`config.mk`:
```
export PLATFORM = sky130hd
export DESIGN_NAME = traffic_phase_scheduler_flat
export DESIGN_NICKNAME = d
export VERILOG_FILES = /design/src/rtl/traffic_phase_scheduler_if.sv /design/src/rtl/traffic_phase_scheduler.sv /design/src/flat_wrapper.sv
export SDC_FILE = /design/constraint.sdc
export NUM_CORES = 1
export LEC_CHECK = 0
export CELL_PAD_IN_SITES_DETAIL_PLACEMENT = 0
export CELL_PAD_IN_SITES_GLOBAL_PLACEMENT = 2
export CORE_MARGIN = 2
export CORE_UTILIZATION = 33
export CTS_CLUSTER_SIZE = 10
export DETAILED_ROUTE_END_ITERATION = 8
export MAX_ROUTING_LAYER = met4
export PLACE_DENSITY = 0.84
export RECOVER_POWER = 50
export SLEW_MARGIN = 25
export SYNTH_ARGS = -nofsm -noshare
export SYNTH_HDL_FRONTEND = slang
export SYNTH_SLANG_ARGS = --single-unit
```
`constraint.sdc`:
```
create_clock -name clk -period 3.2 [get_ports clk]
set_input_delay 0.48 -clock clk [delete_from_list [all_inputs] [get_ports clk]]
set_output_delay 0.48 -clock clk [all_outputs]
set_load 0.05 [all_outputs]
```
`src/rtl/traffic_phase_scheduler_if.sv`:
```
// Request inputs and lamp/display outputs of the intersection sequencer.
// The slave modport is the scheduler; the master modport is whatever drives the requests.
interface traffic_phase_scheduler_if;
  logic       ped_req;
  logic       left_req_a;
  logic       left_req_b;
  logic       emg_req;
  logic       emg_dir;
  logic [5:0] countdown;
  logic       AG, AY, AR, AL;
  logic       BG, BY, BR, BL;
  logic       walk;
  logic       emg_active;
  logic [3:0] phase;

  modport master (
    output ped_req, left_req_a, left_req_b, emg_req, emg_dir,
    input  countdown, AG, AY, AR, AL, BG, BY, BR, BL, walk, emg_active, phase
  );

  modport slave (
    input  ped_req, left_req_a, left_req_b, emg_req, emg_dir,
    output countdown, AG, AY, AR, AL, BG, BY, BR, BL, walk, emg_active, phase
  );
endinterface

```
`src/rtl/traffic_phase_scheduler.sv`:
```
// Two-road intersection sequencer with demand-driven left arrows, latched pedestrian
// all-red walk phase and emergency preemption; lamps are a Moore decode of the state.
module traffic_phase_scheduler #(
  parameter int CLK_PER_SEC = 50,
  parameter int T_GREEN     = 30,
  parameter int T_LEFT      = 15,
  parameter int T_YELLOW    = 5,
  parameter int T_WALK      = 20
) (
  input logic                      clk,
  input logic                      reset,
  traffic_phase_scheduler_if.slave bus
);
  localparam int            PW        = (CLK_PER_SEC > 1) ? $clog2(CLK_PER_SEC) : 1;
  localparam logic [PW-1:0] PRESC_MAX = PW'(CLK_PER_SEC - 1);

  typedef enum logic [3:0] {
    A_GO = 4'd0, A_Y1 = 4'd1, A_LEFT = 4'd2, A_Y2 = 4'd3,
    B_GO = 4'd4, B_Y1 = 4'd5, B_LEFT = 4'd6, B_Y2 = 4'd7,
    WALK = 4'd8, EMG_Y = 4'd9, EMG_HOLD = 4'd10
  } state_t;

  state_t        state_reg, state_next;
  logic [5:0]    count_reg, count_next;
  logic [PW-1:0] presc_reg, presc_next;
  logic          left_pend_a_reg, left_pend_a_next;
  logic          left_pend_b_reg, left_pend_b_next;
  logic          ped_pend_reg, ped_pend_next;
  logic          dir_lk_reg, dir_lk_next;
  logic          armed_reg, armed_next;     // preempt requested during a yellow
  logic          y_road_reg, y_road_next;   // road showing yellow in EMG_Y (0=A)
  logic          tick, phase_end, emg_on, start_emg;
  logic          left_a_now, left_b_now, ped_now;

  function automatic logic [5:0] phase_time(input state_t s);
    phase_time = 6'd0;
    case (s)
      A_GO, B_GO:                      phase_time = 6'(T_GREEN);
      A_LEFT, B_LEFT:                  phase_time = 6'(T_LEFT);
      A_Y1, A_Y2, B_Y1, B_Y2, EMG_Y:   phase_time = 6'(T_YELLOW);
      WALK:                            phase_time = 6'(T_WALK);
      default:                         phase_time = 6'd0;
    endcase
  endfunction

  function automatic state_t go_of(input logic d);
    return d ? B_GO : A_GO;
  endfunction

  assign tick       = (presc_reg == PRESC_MAX);
  assign phase_end  = tick && (count_reg == 6'd1);
  assign emg_on     = (state_reg == EMG_Y) || (state_reg == EMG_HOLD);
  assign start_emg  = bus.emg_req && !emg_on && !armed_reg;
  assign left_a_now = left_pend_a_reg || bus.left_req_a;
  assign left_b_now = left_pend_b_reg || bus.left_req_b;
  assign ped_now    = ped_pend_reg || bus.ped_req;

  always_comb begin
    state_next  = state_reg;
    dir_lk_next = start_emg ? bus.emg_dir : dir_lk_reg;
    armed_next  = armed_reg;
    y_road_next = y_road_reg;
    case (state_reg)
      A_GO, A_LEFT, B_GO, B_LEFT: begin
        if (start_emg) begin
          if (state_reg == go_of(bus.emg_dir)) begin
            state_next = EMG_HOLD;
          end else begin
            state_next  = EMG_Y;
            y_road_next = state_reg[2];
          end
        end else if (phase_end) begin
          // GO is followed by Y1 and LEFT by Y2: the next code up
          state_next = state_t'(state_reg + 4'd1);
        end
      end
      A_Y1, A_Y2, B_Y1, B_Y2: begin
        if (start_emg) armed_next = 1'b1;
        if (phase_end) begin
          if (armed_reg || start_emg) begin
            state_next = EMG_HOLD;
          end else begin
            case (state_reg)
              A_Y1:    state_next = left_a_now ? A_LEFT : B_GO;
              A_Y2:    state_next = B_GO;
              B_Y1:    state_next = left_b_now ? B_LEFT : (ped_now ? WALK : A_GO);
              default: state_next = ped_now ? WALK : A_GO;
            endcase
          end
        end
      end
      WALK: begin
        if (start_emg)      state_next = EMG_HOLD;
        else if (phase_end) state_next = A_GO;
      end
      EMG_Y: begin
        if (phase_end) state_next = bus.emg_req ? EMG_HOLD : go_of(dir_lk_reg);
      end
      EMG_HOLD: begin
        if (!bus.emg_req) state_next = go_of(dir_lk_reg);
      end
      default: state_next = A_GO;
    endcase
    if (state_next == EMG_HOLD) armed_next = 1'b0;
  end

  always_comb begin
    count_next = count_reg;
    presc_next = tick ? '0 : presc_reg + 1'b1;
    if (state_next != state_reg) begin
      presc_next = '0;
      count_next = phase_time(state_next);
    end else if (state_reg == EMG_HOLD) begin
      presc_next = '0;
      count_next = 6'd0;
    end else if (tick) begin
      count_next = count_reg - 6'd1;
    end
  end

  // A request arriving on the clearing edge keeps the latch set
  assign left_pend_a_next = (left_pend_a_reg && !(state_next == A_LEFT && state_reg != A_LEFT))
                            || bus.left_req_a;
  assign left_pend_b_next = (left_pend_b_reg && !(state_next == B_LEFT && state_reg != B_LEFT))
                            || bus.left_req_b;
  assign ped_pend_next    = (ped_pend_reg && !(state_next == WALK && state_reg != WALK))
                            || bus.ped_req;

  always_ff @(posedge clk or posedge reset) begin
    if (reset) begin
      state_reg       <= A_GO;
      count_reg       <= 6'(T_GREEN);
      presc_reg       <= '0;
      left_pend_a_reg <= 1'b0;
      left_pend_b_reg <= 1'b0;
      ped_pend_reg    <= 1'b0;
      dir_lk_reg      <= 1'b0;
      armed_reg       <= 1'b0;
      y_road_reg      <= 1'b0;
    end else begin
      state_reg       <= state_next;
      count_reg       <= count_next;
      presc_reg       <= presc_next;
      left_pend_a_reg <= left_pend_a_next;
      left_pend_b_reg <= left_pend_b_next;
      ped_pend_reg    <= ped_pend_next;
      dir_lk_reg      <= dir_lk_next;
      armed_reg       <= armed_next;
      y_road_reg      <= y_road_next;
    end
  end

  logic [1:0] green, yellow, left_on, red;

  genvar gi;
  generate
    for (gi = 0; gi < 2; gi++) begin : g_road
      localparam state_t GO_S   = state_t'(4'(4 * gi));
      localparam state_t Y1_S   = state_t'(4'(4 * gi + 1));
      localparam state_t LEFT_S = state_t'(4'(4 * gi + 2));
      localparam state_t Y2_S   = state_t'(4'(4 * gi + 3));
      assign green[gi]   = (state_reg == GO_S) ||
                           (state_reg == EMG_HOLD && dir_lk_reg == 1'(gi));
      assign yellow[gi]  = (state_reg == Y1_S) || (state_reg == Y2_S) ||
                           (state_reg == EMG_Y && y_road_reg == 1'(gi));
      assign left_on[gi] = (state_reg == LEFT_S);
      assign red[gi]     = !green[gi] && !yellow[gi];
    end
  endgenerate

  assign bus.AG         = green[0];
  assign bus.AY         = yellow[0];
  assign bus.AR         = red[0];
  assign bus.AL         = left_on[0];
  assign bus.BG         = green[1];
  assign bus.BY         = yellow[1];
  assign bus.BR         = red[1];
  assign bus.BL         = left_on[1];
  assign bus.walk       = (state_reg == WALK);
  assign bus.emg_active = emg_on;
  assign bus.phase      = state_reg;
  assign bus.countdown  = count_reg;
endmodule

```
`src/flat_wrapper.sv`:
```
// flat-port wrapper written by rule: the top's interface ports become plain ports
module traffic_phase_scheduler_flat 
#(
  parameter int CLK_PER_SEC = 50,
  parameter int T_GREEN     = 30,
  parameter int T_LEFT      = 15,
  parameter int T_YELLOW    = 5,
  parameter int T_WALK      = 20
)
  (clk, reset, bus_ped_req, bus_left_req_a, bus_left_req_b, bus_emg_req, bus_emg_dir, bus_countdown, bus_AG, bus_AY, bus_AR, bus_AL, bus_BG, bus_BY, bus_BR, bus_BL, bus_walk, bus_emg_active, bus_phase);
  traffic_phase_scheduler_if bus_i ();
  input logic clk;
  input logic reset;
  input wire logic [$bits(bus_i.ped_req)-1:0] bus_ped_req;
  input wire logic [$bits(bus_i.left_req_a)-1:0] bus_left_req_a;
  input wire logic [$bits(bus_i.left_req_b)-1:0] bus_left_req_b;
  input wire logic [$bits(bus_i.emg_req)-1:0] bus_emg_req;
  input wire logic [$bits(bus_i.emg_dir)-1:0] bus_emg_dir;
  output wire logic [$bits(bus_i.countdown)-1:0] bus_countdown;
  output wire logic [$bits(bus_i.AG)-1:0] bus_AG;
  output wire logic [$bits(bus_i.AY)-1:0] bus_AY;
  output wire logic [$bits(bus_i.AR)-1:0] bus_AR;
  output wire logic [$bits(bus_i.AL)-1:0] bus_AL;
  output wire logic [$bits(bus_i.BG)-1:0] bus_BG;
  output wire logic [$bits(bus_i.BY)-1:0] bus_BY;
  output wire logic [$bits(bus_i.BR)-1:0] bus_BR;
  output wire logic [$bits(bus_i.BL)-1:0] bus_BL;
  output wire logic [$bits(bus_i.walk)-1:0] bus_walk;
  output wire logic [$bits(bus_i.emg_active)-1:0] bus_emg_active;
  output wire logic [$bits(bus_i.phase)-1:0] bus_phase;
  assign bus_i.ped_req = bus_ped_req;
  assign bus_i.left_req_a = bus_left_req_a;
  assign bus_i.left_req_b = bus_left_req_b;
  assign bus_i.emg_req = bus_emg_req;
  assign bus_i.emg_dir = bus_emg_dir;
  assign bus_countdown = bus_i.countdown;
  assign bus_AG = bus_i.AG;
  assign bus_AY = bus_i.AY;
  assign bus_AR = bus_i.AR;
  assign bus_AL = bus_i.AL;
  assign bus_BG = bus_i.BG;
  assign bus_BY = bus_i.BY;
  assign bus_BR = bus_i.BR;
  assign bus_BL = bus_i.BL;
  assign bus_walk = bus_i.walk;
  assign bus_emg_active = bus_i.emg_active;
  assign bus_phase = bus_i.phase;
  traffic_phase_scheduler #(.CLK_PER_SEC(CLK_PER_SEC), .T_GREEN(T_GREEN), .T_LEFT(T_LEFT), .T_YELLOW(T_YELLOW), .T_WALK(T_WALK)) u_core (.clk(clk), .reset(reset), .bus(bus_i));
endmodule
```
==> reports/qor.yml <==
logic_synthesis:
  syn_area_per_cell_um2: 8.883
  syn-num-nets: 227
  async_reset_ff_share_pct: 100.0
  yosys_warnings: 0
  synth_edf_count: 0
  synth_top_cell_by_area: "dfrtp_1"
  yosysSeqAreaShare_pct: 29.64
  ys_top_cells_by_area: "dfrtp_1 24%, ha_1 6.0%, dfstp_2 5.6%"
  syn-instance-count: 211
  synth_seq_cells: 22
  ys.flop_type: "dfrtp_1"
  synth_area_um2: 1874
  yosysUniqueCellTypes: 59
  synth_top_area_share_pct: 24.03
route:
  vias: 1740
  drt_iter0_markers: 145
  ant_nets: 0
  drc: 0
  via_per_inst: 5.354
  avgRoutedWirePerCell_um: 15.49
  wirelength_um: 5033
  first_pass_iters: 4
clock_network:
  hold_buffers: 0
  h-tree-depth: 1
  post_cts_buffers: 0
  cts_tree: "built"
  clk_pin_slew_worst_paths_ns: 0.09
  cts_resized: 0
  cts_made_buffers: 3
  cts_root_buffer: "clkbuf_8"
  clockBufferDepth: 2
  insertion_delay_ns: 0.27
  cts_num_sinks: 22
power:
  power_leakage_nw: 1.021
  clkPwrFrac_pct: 9.4
  seqPwrFrac_pct: 19.0
  p_per_area_nw_per_um2: 1169
  power_frac_comb_pct: 71.6
  internal_power_w: 0.001379
  power_switching_w: 0.001423
  switching_share_pct: 50.78
  ir_drop_v: 0.0004129
cells_and_area:
  drive_above_1_share_pct: 22.92
  final_area_um2: 2397
  post-route-util_pct: 43.54
  antennaDiodeCount: 0
  finalNetCount: 270
  area.growth.synth_to_final_pct: 27.90
  n_fill_cell: 549
floorplan:
  die_h_um: 79.37
  die_w_um: 79.37
  core_um2: 5507
  initial_core_util_pct: 34.04
  dieArea_um2: 6299
  io_pins: 27
  rows: 27
setup_path:
  crit_type: "flop to flop"
  rrSetupSlack_ns: 0.20
  cp_max_fo: 6
  cp-start-kind: "flop"
  end_kind: "flop"
  arrival_ns: 3.19
  worst_ep_required_time_ns: 3.39
timing:
  period_minus_slack_ns: 3.002
  slew_viol_final: 0
  clock-skew-final_ns: 0.006228
  period_share_pct: 93.81
  finalHoldViolCount: 0
  worst_slew_pin_slew_ns: 0.8780
  timing.final.ws_setup_ns: 0.1980
  rsz0062_at_grt: "no"
  finalSetupTns_ns: 0
  setup_viol: 0
  fmax_mhz: 333.1
  maxSlewHeadroom_pct: 41.40
place:
  place.gp.congestion: 0.9282
  place_area_um2: 2327
  place_ws_ns: 0.1155
  place_hpwl_um: 3960
  io_buffers: 26
grt:
  grt_pass1_vias: 1710
  antenna_found_initial: 0
  grt_start_max_net_pins: 23
  grt_pass1_wl_um: 8618
  gr-total-overflow: 0
  grt_use_total_pct: 17.72
worst_hold_path:
  min_path_type: "flop to flop"
outcome:
  status: "complete, no violations"
job:
  maxCapViolations: 0
==> path summary, 6_finish.rpt <==
path,startpoint,endpoint,cells past startpoint
max,u_core.bus.countdown[1],u_core.presc_reg[4],12
min,u_core.ped_pend_reg,u_core.ped_pend_reg,1
max reg2reg,u_core.bus.countdown[1],u_core.presc_reg[4],12
min reg2reg,u_core.ped_pend_reg,u_core.ped_pend_reg,1
max in group asynchronous,reset,u_core.bus.phase[1],2
min in group asynchronous,reset,u_core.left_pend_a_reg,2
==> cell usage in the layout (no fill, tap or decap), types with 4 or more instances in the layout <==
| cell | instances |
|---|---|
| inv_1 | 14 |
| xnor2_1 | 5 |
| dfrtp_1 | 17 |
| nand2_1 | 14 |
| a21oi_1 | 8 |
| nor3_2 | 7 |
| and2_1 | 4 |
| nor2_1 | 16 |
| nand3_1 | 4 |
| nand4_1 | 7 |
| dfstp_2 | 4 |
| ha_1 | 9 |
| o21ai_0 | 4 |
| dlygate4sd3_1 | 8 |
| clkdlybuf4s50_1 | 13 |
| mux2i_1 | 4 |
| buf_4 | 26 |
| xor2_1 | 6 |
| nor4_1 | 5 |
| or2_2 | 6 |
| nand2b_1 | 7 |
| nor2b_1 | 4 |
==> cell families after synthesis <==
group | after synthesis | synth area share, %
mux | 6 | 3.338
flops | 22 | 29.64
fa+ha+maj | 9 | 6.008
xor+xnor | 11 | 5.140
compound gates | 44 | 18.83
simple gates | 94 | 30.97
buf+inv | 25 | 6.075
==> final cells by class <==
type,count,area (µm²),area share [%]
Clock buffer,3,41.29,1.722
Multi-Input combinational cell,164,1205,50.26
Clock inverter,1,30.03,1.253
Sequential cell,22,556.8,23.23
Tap cell,72,90.09,3.758
Inverter,14,52.55,2.192
Timing Repair Buffer,49,421.7,17.59
==> routing by layer <==
layer	global-route usage (%)	share of wire, %	vias to the layer above
met2	25.93	45	59
met4	5.345	0.81	0
met5	-	0	-
met3	1.364	5.5	2
li1	-	-	849
met1	26.09	48	830
==> per-stage QoR <==
stage,total power [W],instances,hold WS [ns]
global placement,0.002573,321,0.4496
finish,0.002802,325,0.4748
floorplan,0.001909,211,0.4408
CTS,0.002835,325,0.4785
global route,0.003020,325,0.4901
detailed placement,0.002558,321,0.4578
==> critical path: stages, from the launching register on <==
cell and delay, ns:
dfstp_2 0.40, inv_1 0.08, ha_1 0.15, nor4b_4 0.31, and3_1 0.24, inv_1 0.09
ha_1 0.29, a221o_1 0.37, nand4_1 0.11, nand4_1 0.08, or4_4 0.45, buf_4 0.19
nor3_2 0.17
==> cells in the mapped netlist (all sizes together) (6+ instances only) <==
cell type  count
nor3           9
ha             9
dfrtp         18
buf            6
inv           14
nor2          16
or2            6
xor2           6
a21oi          8
nand2         14
nand2b         7
nand4          7
==> power by group through the flow <==
stage	logic (W)	clock network (W)	registers [W]
floorplan	0.00124	0	0.000665
global placement	0.00203	0	0.000543
detailed placement	0.00202	0	0.000541
CTS	0.00203	0.000273	0.000535
global route	0.00219	0.000283	0.000551
finish	0.00201	0.000264	0.000531
No activity file was read; power rests on OpenSTA's default activity.
